`src/rtl/console_writer_if.sv`:
```
// console_writer_if: character-source and VRAM-write-port bundle for console_writer.
//   master: drives char_i/char_valid_i, observes ready, VRAM write port, cursor and busy.
//   slave : the console_writer side.
interface console_writer_if #(parameter int ADDR_W = 11, parameter int XW = 6, parameter int YW = 5);
  logic [7:0] char_i;
  logic char_valid_i;
  logic char_ready_o;
  logic we_vram;
  logic [ADDR_W-1:0] addr_vram;
  logic [7:0] data_vram;
  logic [XW-1:0] cursor_x;
  logic [YW-1:0] cursor_y;
  logic busy;
  modport master (output char_i, char_valid_i,
                  input char_ready_o, we_vram, addr_vram, data_vram, cursor_x, cursor_y, busy);
  modport slave (input char_i, char_valid_i,
                 output char_ready_o, we_vram, addr_vram, data_vram, cursor_x, cursor_y, busy);
endinterface

```
`src/rtl/console_writer.sv`:
```
// console_writer: writes ASCII text into console VRAM at a tracked cursor, handling LF/CR/BS/FF.
//   px_clk : only clock, rising edge
//   reset  : asynchronous active-high reset
//   bus    : console_writer_if.slave (char valid/ready in, VRAM write port, cursor, busy out)
//   Optional CONSOLE_AUTOCLEAR_EN: every row advance blanks the destination row before accepting more input.
module console_writer #(
  parameter int screenW = 40,
  parameter int screenH = 30,
  parameter int ADDR_W = 11,
  parameter logic [7:0] BLANK = 8'h20
) (
  input logic px_clk,
  input logic reset,
  console_writer_if.slave bus
);
  localparam int XW = $clog2(screenW);
  localparam int YW = $clog2(screenH);
  localparam int CELLS = screenW * screenH;
  typedef enum logic [1:0] {IDLE, WRITE, CLR_LINE, CLR_ALL} state_t;
  state_t state, state_n, adv_state;
  logic [XW-1:0] cx, cx_n;
  logic [YW-1:0] cy, cy_n, cy_adv;
  logic we, we_n;
  logic [ADDR_W-1:0] addr, addr_n, line_end;
  logic [7:0] data, data_n;
  logic take, printable, last_col;
  assign take = bus.char_valid_i && state == IDLE;
  assign printable = bus.char_i >= 8'h20 && bus.char_i <= 8'h7E;
  assign last_col = cx == XW'(screenW - 1);
  assign cy_adv = (cy == YW'(screenH - 1)) ? '0 : cy + YW'(1);
  assign line_end = ADDR_W'(cy) * ADDR_W'(screenW) + ADDR_W'(screenW - 1);
`ifdef CONSOLE_AUTOCLEAR_EN
  assign adv_state = CLR_LINE;
`else
  assign adv_state = IDLE;
`endif
  always_ff @(posedge px_clk or posedge reset)
    if (reset) begin
      state <= IDLE;
      cx <= '0;
      cy <= '0;
      we <= 1'b0;
      addr <= '0;
      data <= '0;
    end else begin
      state <= state_n;
      cx <= cx_n;
      cy <= cy_n;
      we <= we_n;
      addr <= addr_n;
      data <= data_n;
    end
  always_comb begin
    state_n = state;
    case (state)
      IDLE: if (take) state_n = printable ? WRITE : bus.char_i == 8'h0A ? adv_state : bus.char_i == 8'h0C ? CLR_ALL : IDLE;
      WRITE: state_n = last_col ? adv_state : IDLE;
      CLR_LINE: state_n = addr == line_end ? IDLE : CLR_LINE;
      CLR_ALL: state_n = addr == ADDR_W'(CELLS - 1) ? IDLE : CLR_ALL;
      default: state_n = IDLE;
    endcase
  end
  // Next values for the registered cursor and VRAM port; the clear states walk addr upward.
  always_comb begin
    cx_n = cx;
    cy_n = cy;
    we_n = 1'b0;
    addr_n = addr;
    data_n = data;
    case (state)
      IDLE: if (take) begin
        if (printable) begin
          we_n = 1'b1;
          addr_n = ADDR_W'(cy) * ADDR_W'(screenW) + ADDR_W'(cx);
          data_n = bus.char_i;
        end else if (bus.char_i == 8'h0A) begin
          cx_n = '0;
          cy_n = cy_adv;
`ifdef CONSOLE_AUTOCLEAR_EN
          we_n = 1'b1;
          addr_n = ADDR_W'(cy_adv) * ADDR_W'(screenW);
          data_n = BLANK;
`endif
        end else if (bus.char_i == 8'h0D) begin
          cx_n = '0;
        end else if (bus.char_i == 8'h08) begin
          cx_n = (cx != '0) ? cx - XW'(1) : cx;
        end else if (bus.char_i == 8'h0C) begin
          we_n = 1'b1;
          addr_n = '0;
          data_n = BLANK;
        end
      end
      WRITE: begin
        cx_n = last_col ? '0 : cx + XW'(1);
        cy_n = last_col ? cy_adv : cy;
`ifdef CONSOLE_AUTOCLEAR_EN
        if (last_col) begin
          we_n = 1'b1;
          addr_n = ADDR_W'(cy_adv) * ADDR_W'(screenW);
          data_n = BLANK;
        end
`endif
      end
      CLR_LINE: if (addr != line_end) begin
        we_n = 1'b1;
        addr_n = addr + ADDR_W'(1);
      end
      CLR_ALL: if (addr != ADDR_W'(CELLS - 1)) begin
        we_n = 1'b1;
        addr_n = addr + ADDR_W'(1);
      end else begin
        cx_n = '0;
        cy_n = '0;
      end
      default: ;
    endcase
  end
  assign bus.char_ready_o = state == IDLE;
  assign bus.busy = state != IDLE;
  assign bus.we_vram = we;
  assign bus.addr_vram = addr;
  assign bus.data_vram = data;
  assign bus.cursor_x = cx;
  assign bus.cursor_y = cy;
endmodule

```
`src/flat_wrapper.sv`:
```
// flat-port wrapper written by rule: the top's interface ports become plain ports
module console_writer_flat 
#(
  parameter int screenW = 40,
  parameter int screenH = 30,
  parameter int ADDR_W = 11,
  parameter logic [7:0] BLANK = 8'h20
)
  (px_clk, reset, bus_char_i, bus_char_valid_i, bus_char_ready_o, bus_we_vram, bus_addr_vram, bus_data_vram, bus_cursor_x, bus_cursor_y, bus_busy);
  console_writer_if #(.ADDR_W(ADDR_W), .XW(6), .YW(5)) bus_i ();
  input logic px_clk;
  input logic reset;
  input wire logic [$bits(bus_i.char_i)-1:0] bus_char_i;
  input wire logic [$bits(bus_i.char_valid_i)-1:0] bus_char_valid_i;
  output wire logic [$bits(bus_i.char_ready_o)-1:0] bus_char_ready_o;
  output wire logic [$bits(bus_i.we_vram)-1:0] bus_we_vram;
  output wire logic [$bits(bus_i.addr_vram)-1:0] bus_addr_vram;
  output wire logic [$bits(bus_i.data_vram)-1:0] bus_data_vram;
  output wire logic [$bits(bus_i.cursor_x)-1:0] bus_cursor_x;
  output wire logic [$bits(bus_i.cursor_y)-1:0] bus_cursor_y;
  output wire logic [$bits(bus_i.busy)-1:0] bus_busy;
  assign bus_i.char_i = bus_char_i;
  assign bus_i.char_valid_i = bus_char_valid_i;
  assign bus_char_ready_o = bus_i.char_ready_o;
  assign bus_we_vram = bus_i.we_vram;
  assign bus_addr_vram = bus_i.addr_vram;
  assign bus_data_vram = bus_i.data_vram;
  assign bus_cursor_x = bus_i.cursor_x;
  assign bus_cursor_y = bus_i.cursor_y;
  assign bus_busy = bus_i.busy;
  console_writer #(.screenW(screenW), .screenH(screenH), .ADDR_W(ADDR_W), .BLANK(BLANK)) u_core (.px_clk(px_clk), .reset(reset), .bus(bus_i));
endmodule
```
`config.mk`:
```
export PLATFORM = sky130hd
export DESIGN_NAME = console_writer_flat
export DESIGN_NICKNAME = d
export VERILOG_FILES = /design/src/rtl/console_writer_if.sv /design/src/rtl/console_writer.sv /design/src/flat_wrapper.sv
export SDC_FILE = /design/constraint.sdc
export NUM_CORES = 1
export LEC_CHECK = 0
export BUFFER_PORTS_ARGS = -buffer_cell sky130_fd_sc_hd__buf_4
export CORE_MARGIN = 3
export CORE_UTILIZATION = 40
export DETAILED_ROUTE_END_ITERATION = 6
export PLACE_DENSITY_LB_ADDON = 0.1
export SKIP_CTS_REPAIR_TIMING = 1
export SLEW_MARGIN = 30
export SYNTH_ARGS = -nofsm -noshare
export SYNTH_HDL_FRONTEND = slang
export SYNTH_SLANG_ARGS = --single-unit
```
`constraint.sdc`:
```
create_clock -name px_clk -period 3.1 [get_ports px_clk]
set_input_delay 0.465 -clock px_clk [delete_from_list [all_inputs] [get_ports px_clk]]
set_output_delay 0.465 -clock px_clk [all_outputs]
set_load 0.01 [all_outputs]
```
Word-level counts from Yosys, hierarchy flattened
Cells that the tools add are included.
- add/sub/neg operators: 6
- $mul: 1
- order comparisons: 2
- equality and inequality tests: 29
- muxes and demuxes: 46
- reduce and logical (&&, ||, !) cells: 12
- operators with widths (operator ; number):
    two-way mux 11 bit ; 8
    two-way mux 6 bit ; 8
    two-way mux 8 bit ; 5
    case mux 11 bit (3 select lines) ; 1
    == test 8 x 4 -> 1 bit (second input constant) ; 4
    two-way mux 5 bit ; 6
    case mux 6 bit (3 select lines) ; 1
    AND reduction 6 bit ; 3
    inequality test 2 x 1 -> 1 bit (second input constant) ; 8
    case mux 5 bit (3 select lines) ; 1
    two-way mux 2 bit ; 6
    adder 11 x 1 -> 11 bit (second input constant) ; 1
    adder 11 x 6 -> 11 bit ; 1
    adder 11 x 6 -> 11 bit (second input constant) ; 1
    == test 11 bit ; 1
    == test 11 bit (second input constant) ; 1
    inequality test 11 bit ; 1
    inequality test 11 bit (second input constant) ; 1
    inequality test 3 x 2 -> 1 bit (second input constant) ; 3
    >= comparator 8 x 6 -> 1 bit (second input constant) ; 1
    less-or-equal comparator 8 x 7 -> 1 bit (second input constant) ; 1
    multiplier 5 x 3 -> 8 bit (second input constant) ; 1
    two-way mux 1 bit ; 8
    inequality test 4 x 1 -> 1 bit (second input constant) ; 2
    other kinds (17) ; 22
- flip-flop bits (word level): 33
- input port bits: 11
- output and inout port bits: 33
- word-level logic and storage cells: 102

Depth between registers and ports, before layout
- depth in word-level cells: 8
- mapped depth: 11
- gate-level depth less buffers: 10

Worst setup path before layout
No wires, ideal clock.
- path type: reg2reg
- start: register u_core.cy[1], in the netlist u_core.bus.cursor_y[1]
- end: register u_core.addr[0], in the netlist u_core.bus.addr_vram[0]
- setup time: 0.125 ns
- data arrival time: 3.086 ns
- required time: 2.975 ns
- setup slack: -0.111 ns
- stages on the path, launching flop included: 10
- path buffers: 0
- clock period less this slack: 3.211 ns
- cell sequence: dfrtp_1 > ha_1 > ha_1 > fa_1 > xnor2_1 > xor3_1 > nor4_1 > o21ai_1 > o31ai_4 > mux2_2
- cells in the longest elaborated chain, start to end: 5
- RTL lines (item ; RTL line ; RTL):
    from (decl) ; console_writer.sv:22 ; logic [YW-1:0] cy, cy_n, cy_adv;
    from (signal assigned) ; console_writer.sv:48 ; cy <= cy_n;
    multiplier 5 x 3 -> 8 bit ; console_writer.sv:31 ; assign line_end = ADDR_W'(cy) * ADDR_W'(screenW) + ADDR_W'(screenW - 1);
    adder 11 x 6 -> 11 bit ; console_writer.sv:31 ;
    inequality test 11 bit ; console_writer.sv:105 ; CLR_LINE: if (addr != line_end) begin
    inequality test 2 x 1 -> 1 bit (no source line) ; n/a ;
    AND reduction 8 bit (no source line) ; n/a ;
    to (signal assigned) ; console_writer.sv:50 ; addr <= addr_n;
    to (decl) ; console_writer.sv:24 ; logic [ADDR_W-1:0] addr, addr_n, line_end;
Every way passes these cells.
A chain may end at the register's enable or synchronous reset.

Final worst setup path
- start: register u_core.cy[3], in the netlist u_core.bus.cursor_y[3]
- end: register u_core.addr[8], in the netlist u_core.bus.addr_vram[8]
- cells in the longest elaborated chain, start to end: 5
- elaborated cells between the ends (all ways): 9
- classes of those cells: 2 x add/sub; 1 x mul; 2 x eq/ne; 3 x mux; 1 x reduce/logical
- RTL lines (item ; RTL line):
    multiplier 5 x 3 -> 8 bit * ; console_writer.sv:31, console_writer.sv:74
    adder 11 x 6 -> 11 bit (on tied branches) ; console_writer.sv:31, console_writer.sv:74
    inequality test 11 bit or two-way mux 11 bit (tied branches) ; console_writer.sv:105, console_writer.sv:72
    inequality test 2 x 1 -> 1 bit (no source line) or two-way mux 11 bit (tied branches) ; n/a
    AND reduction 8 bit (no source line) or case mux 11 bit (3 select lines) (tied branches) ; n/a
Every way passes the cells marked *; elsewhere a longest branch is shown, timed or not. The select of a mux whose other input is x is not followed.

==> flow_summary.ini <==
[run_status]
status = complete, but fails checks
violations = negative setup slack

[sta]
rsz0062_at_grt = true
fmax_mhz = 318
fin_ws_ns = -0.0486
min_period_ns = 3.15
skew_ns = 0.00560
tightest_slew_ns = 0.619
setup-violations-final = 3
setup_tns_ns = -0.100
slew_headroom_pct = 58.6
slew_violations = 0
finalHoldViolations = 0
period_share_pct = 102

[detailed_routing]
dr_total_vias = 2499
antenna_left = 0
drt_iter0_drc = 127
drc = 0
via_per_inst = 5.72
firstDrtPassIters = 4
wl_per_cell_um = 16.4
drt-total-wl_um = 7170

[synthesis]
synth_area_mm2 = 0.00254
synthFlopType = dfrtp_1
syn_inst = 305
yosys_warnings = 0
syn_avg_cell_area_um2 = 8.34
synth-seq-area-share_pct = 32.5
synth_edf_count = 0
ys_async_sr_fraction_pct = 100
synth_cell_types = 58
synth_nets = 334
ys_ff_latch = 33

[setup_path]
slowest_delay_ns = 0.61
worstRegToRegCells = 11
path_max_fanout = 5
cp-end-kind = flip-flop
worst_r2r_endpoint = u_core.bus.addr_vram[8]
crit_top_cell = ha_4
regToRegStartpoint = u_core.bus.cursor_y[3]
cp.required_ns = 3.29
worstSetupPathType = reg2reg
reg2reg_slack_ns = -0.05
cpMaxStageDelayCell = fa_2
cp-start-kind = flip-flop
path_cells = ha_4 -> ha_4 -> fa_2 -> nand2_1 -> or3_1 -> a211oi_2 -> o21ai_2 -> o31ai_4 -> buf_4 -> inv_2 -> a22o_1
cp.arrival_ns = 3.34

[placement]
place_congestion = 0.858
numPortBuffers = 43
dp_hpwl_um = 5390

[clock_tree]
insertion_delay_ns = 0.29
cts_max_path_buffers = 2
cts_sinks = 33
cts_buffers = 5
tritoncts = built
cts-root-buf = clkbuf_8
ctsHtreeMaxLevel = 2
clk_pin_slew_ns = 0.07

[floorplanning]
die_w_um = 85.7
rows = 28
pin_count = 44
initial_core_util_pct = 42.2
die_h_um = 85.7
die_area_mm2 = 0.00735
design.core.area_mm2 = 0.00603

[cells_and_area]
multiInputGateArea_mm2 = 0.00172
seq_area_um2 = 827
drive_gt1_share_pct = 25.1
num_antenna_cells = 0
final_cell_mix = buf_4, nand2_1, dfrtp_1
fin_nets = 390
fin_util_pct = 54.4
fillCellCount = 585
mostFrequentLayoutCell = buf_4
area_growth_pct = 28.9

[job]
max_cap_viol_count = 0

[pwr]
vdd_ir_drop_max_mv = 0.198
leakagePower_nw = 1.44
powerDensity_mw_per_mm2 = 292

[grt]
grt_usage_pct = 20.2
first_global_vias = 2370
overflow = 0
grt_max_degree = 21
antenna_found_initial = 0
grt_pass1_wl_um = 11900

[min_path]
hp-class = in2async
==> final cells by class <==
cell class	instances	share of cell area [%]
Inverter	13	1.49
Multi-Input combinational cell	248	52.4
Clock buffer	5	2.10
Sequential cell	33	25.2
Clock inverter	3	1.98
Tap cell	75	2.86
Timing Repair Buffer	60	14.0
==> how the worst max path moves through the flow <==
stage | slack (ns) | end | from
2_1_floorplan | 0.0001 | u_core.bus.addr_vram[0] | u_core.bus.cursor_y[1]
3_3_place_gp | 0.05 | u_core.bus.addr_vram[2] | u_core.bus.cursor_y[1]
3_5_place_dp | -0.05 | u_core.bus.addr_vram[2] | u_core.bus.cursor_y[1]
4_1_cts | -0.05 | u_core.bus.addr_vram[2] | u_core.bus.cursor_y[1]
5_1_grt | -0.12 | u_core.bus.addr_vram[8] | u_core.bus.cursor_y[3]
6_report | -0.05 | u_core.bus.addr_vram[8] | u_core.bus.cursor_y[3]
==> state kept, by name, summed over array words and instances, names as in the netlist <==
register              count
u_core.bus.cursor_y       5
u_core.bus.we_vram        1
u_core.bus.addr_vram     11
u_core.bus.cursor_x       6
u_core.bus.data_vram      8
u_core.state              2
==> report_power, final <==
group / switching, mW / total [mW] / internal, mW
logic: 0.0244 / 0.0389 / 0.0145
registers: 0 / 0.430 / 0.430
clock network: 0.170 / 0.490 / 0.319
total: 0.195 / 0.959 / 0.764
==> logic make-up (layout without fill, tap and decap cells) <==
family | Yosys count | count (layout) | synth area share (%)
and+or+nand+nor | 123 | 123 | 23.8
AOI/OAI and AO/OA | 91 | 91 | 23.6
muxes | 3 | 3 | 1.23
xor gates and xnor gates | 13 | 13 | 5.61
buffers and inverters | 24 | 81 | 3.89
DFF | 33 | 33 | 32.5
adders and majority gates | 18 | 18 | 9.44
==> metal layers <==
layer	share of wire [%]	vias up	global-route usage (%)	wire length (um)
met1	48	1208	29.1	3430
li1	-	1228	-	-
met2	47	55	32.0	3350
met3	4.4	8	3.17	316
met5	0	-	0	0
met4	1.0	0	4.75	72
==> cells in the mapped netlist, types with 3 or more instances <==
master | count | share of area, %
nor2_1 | 21 | 3.1
o31ai_1 | 5 | 1.5
o21ai_0 | 30 | 5.9
or3_1 | 3 | 0.74
a22oi_1 | 5 | 1.5
a211oi_1 | 5 | 1.5
xnor2_1 | 7 | 2.4
inv_1 | 12 | 1.8
and3_1 | 4 | 0.98
a21oi_1 | 15 | 3.0
o22ai_1 | 4 | 0.98
a21o_1 | 6 | 1.8
nand4_1 | 4 | 0.98
nor4_1 | 4 | 0.98
clkbuf_1 | 9 | 1.3
nor3b_1 | 3 | 0.89
xor2_1 | 4 | 1.4
dfrtp_1 | 33 | 32
nand3_1 | 17 | 3.3
nand2_1 | 42 | 6.2
nor3_1 | 10 | 2.0
ha_1 | 16 | 7.9
==> stage by stage <==
stage	worst slack (ns)	hold WS, ns	instances	instance area (um^2)	total power, mW
floorplan	0.000117	0.516	305	2550	0.455
global placement	0.0475	0.466	426	3030	0.478
detailed placement	-0.0490	0.472	426	3030	0.478
CTS	-0.0501	0.249	434	3160	0.967
global route	-0.120	0.271	437	3280	0.992
finish	-0.0486	0.223	437	3280	0.959
==> critical path: cells and delay by family (launching register included) <==
kind | cells | cell delay (ns)
AO/OA/AOI/OAI | 4 | 0.94
adder cells (fa/ha/maj) | 3 | 1.02
buffers and inverters | 2 | 0.22
flip-flops | 1 | 0.41
AND/OR/NAND/NOR | 2 | 0.44
(Power assumes the default switching activity.)
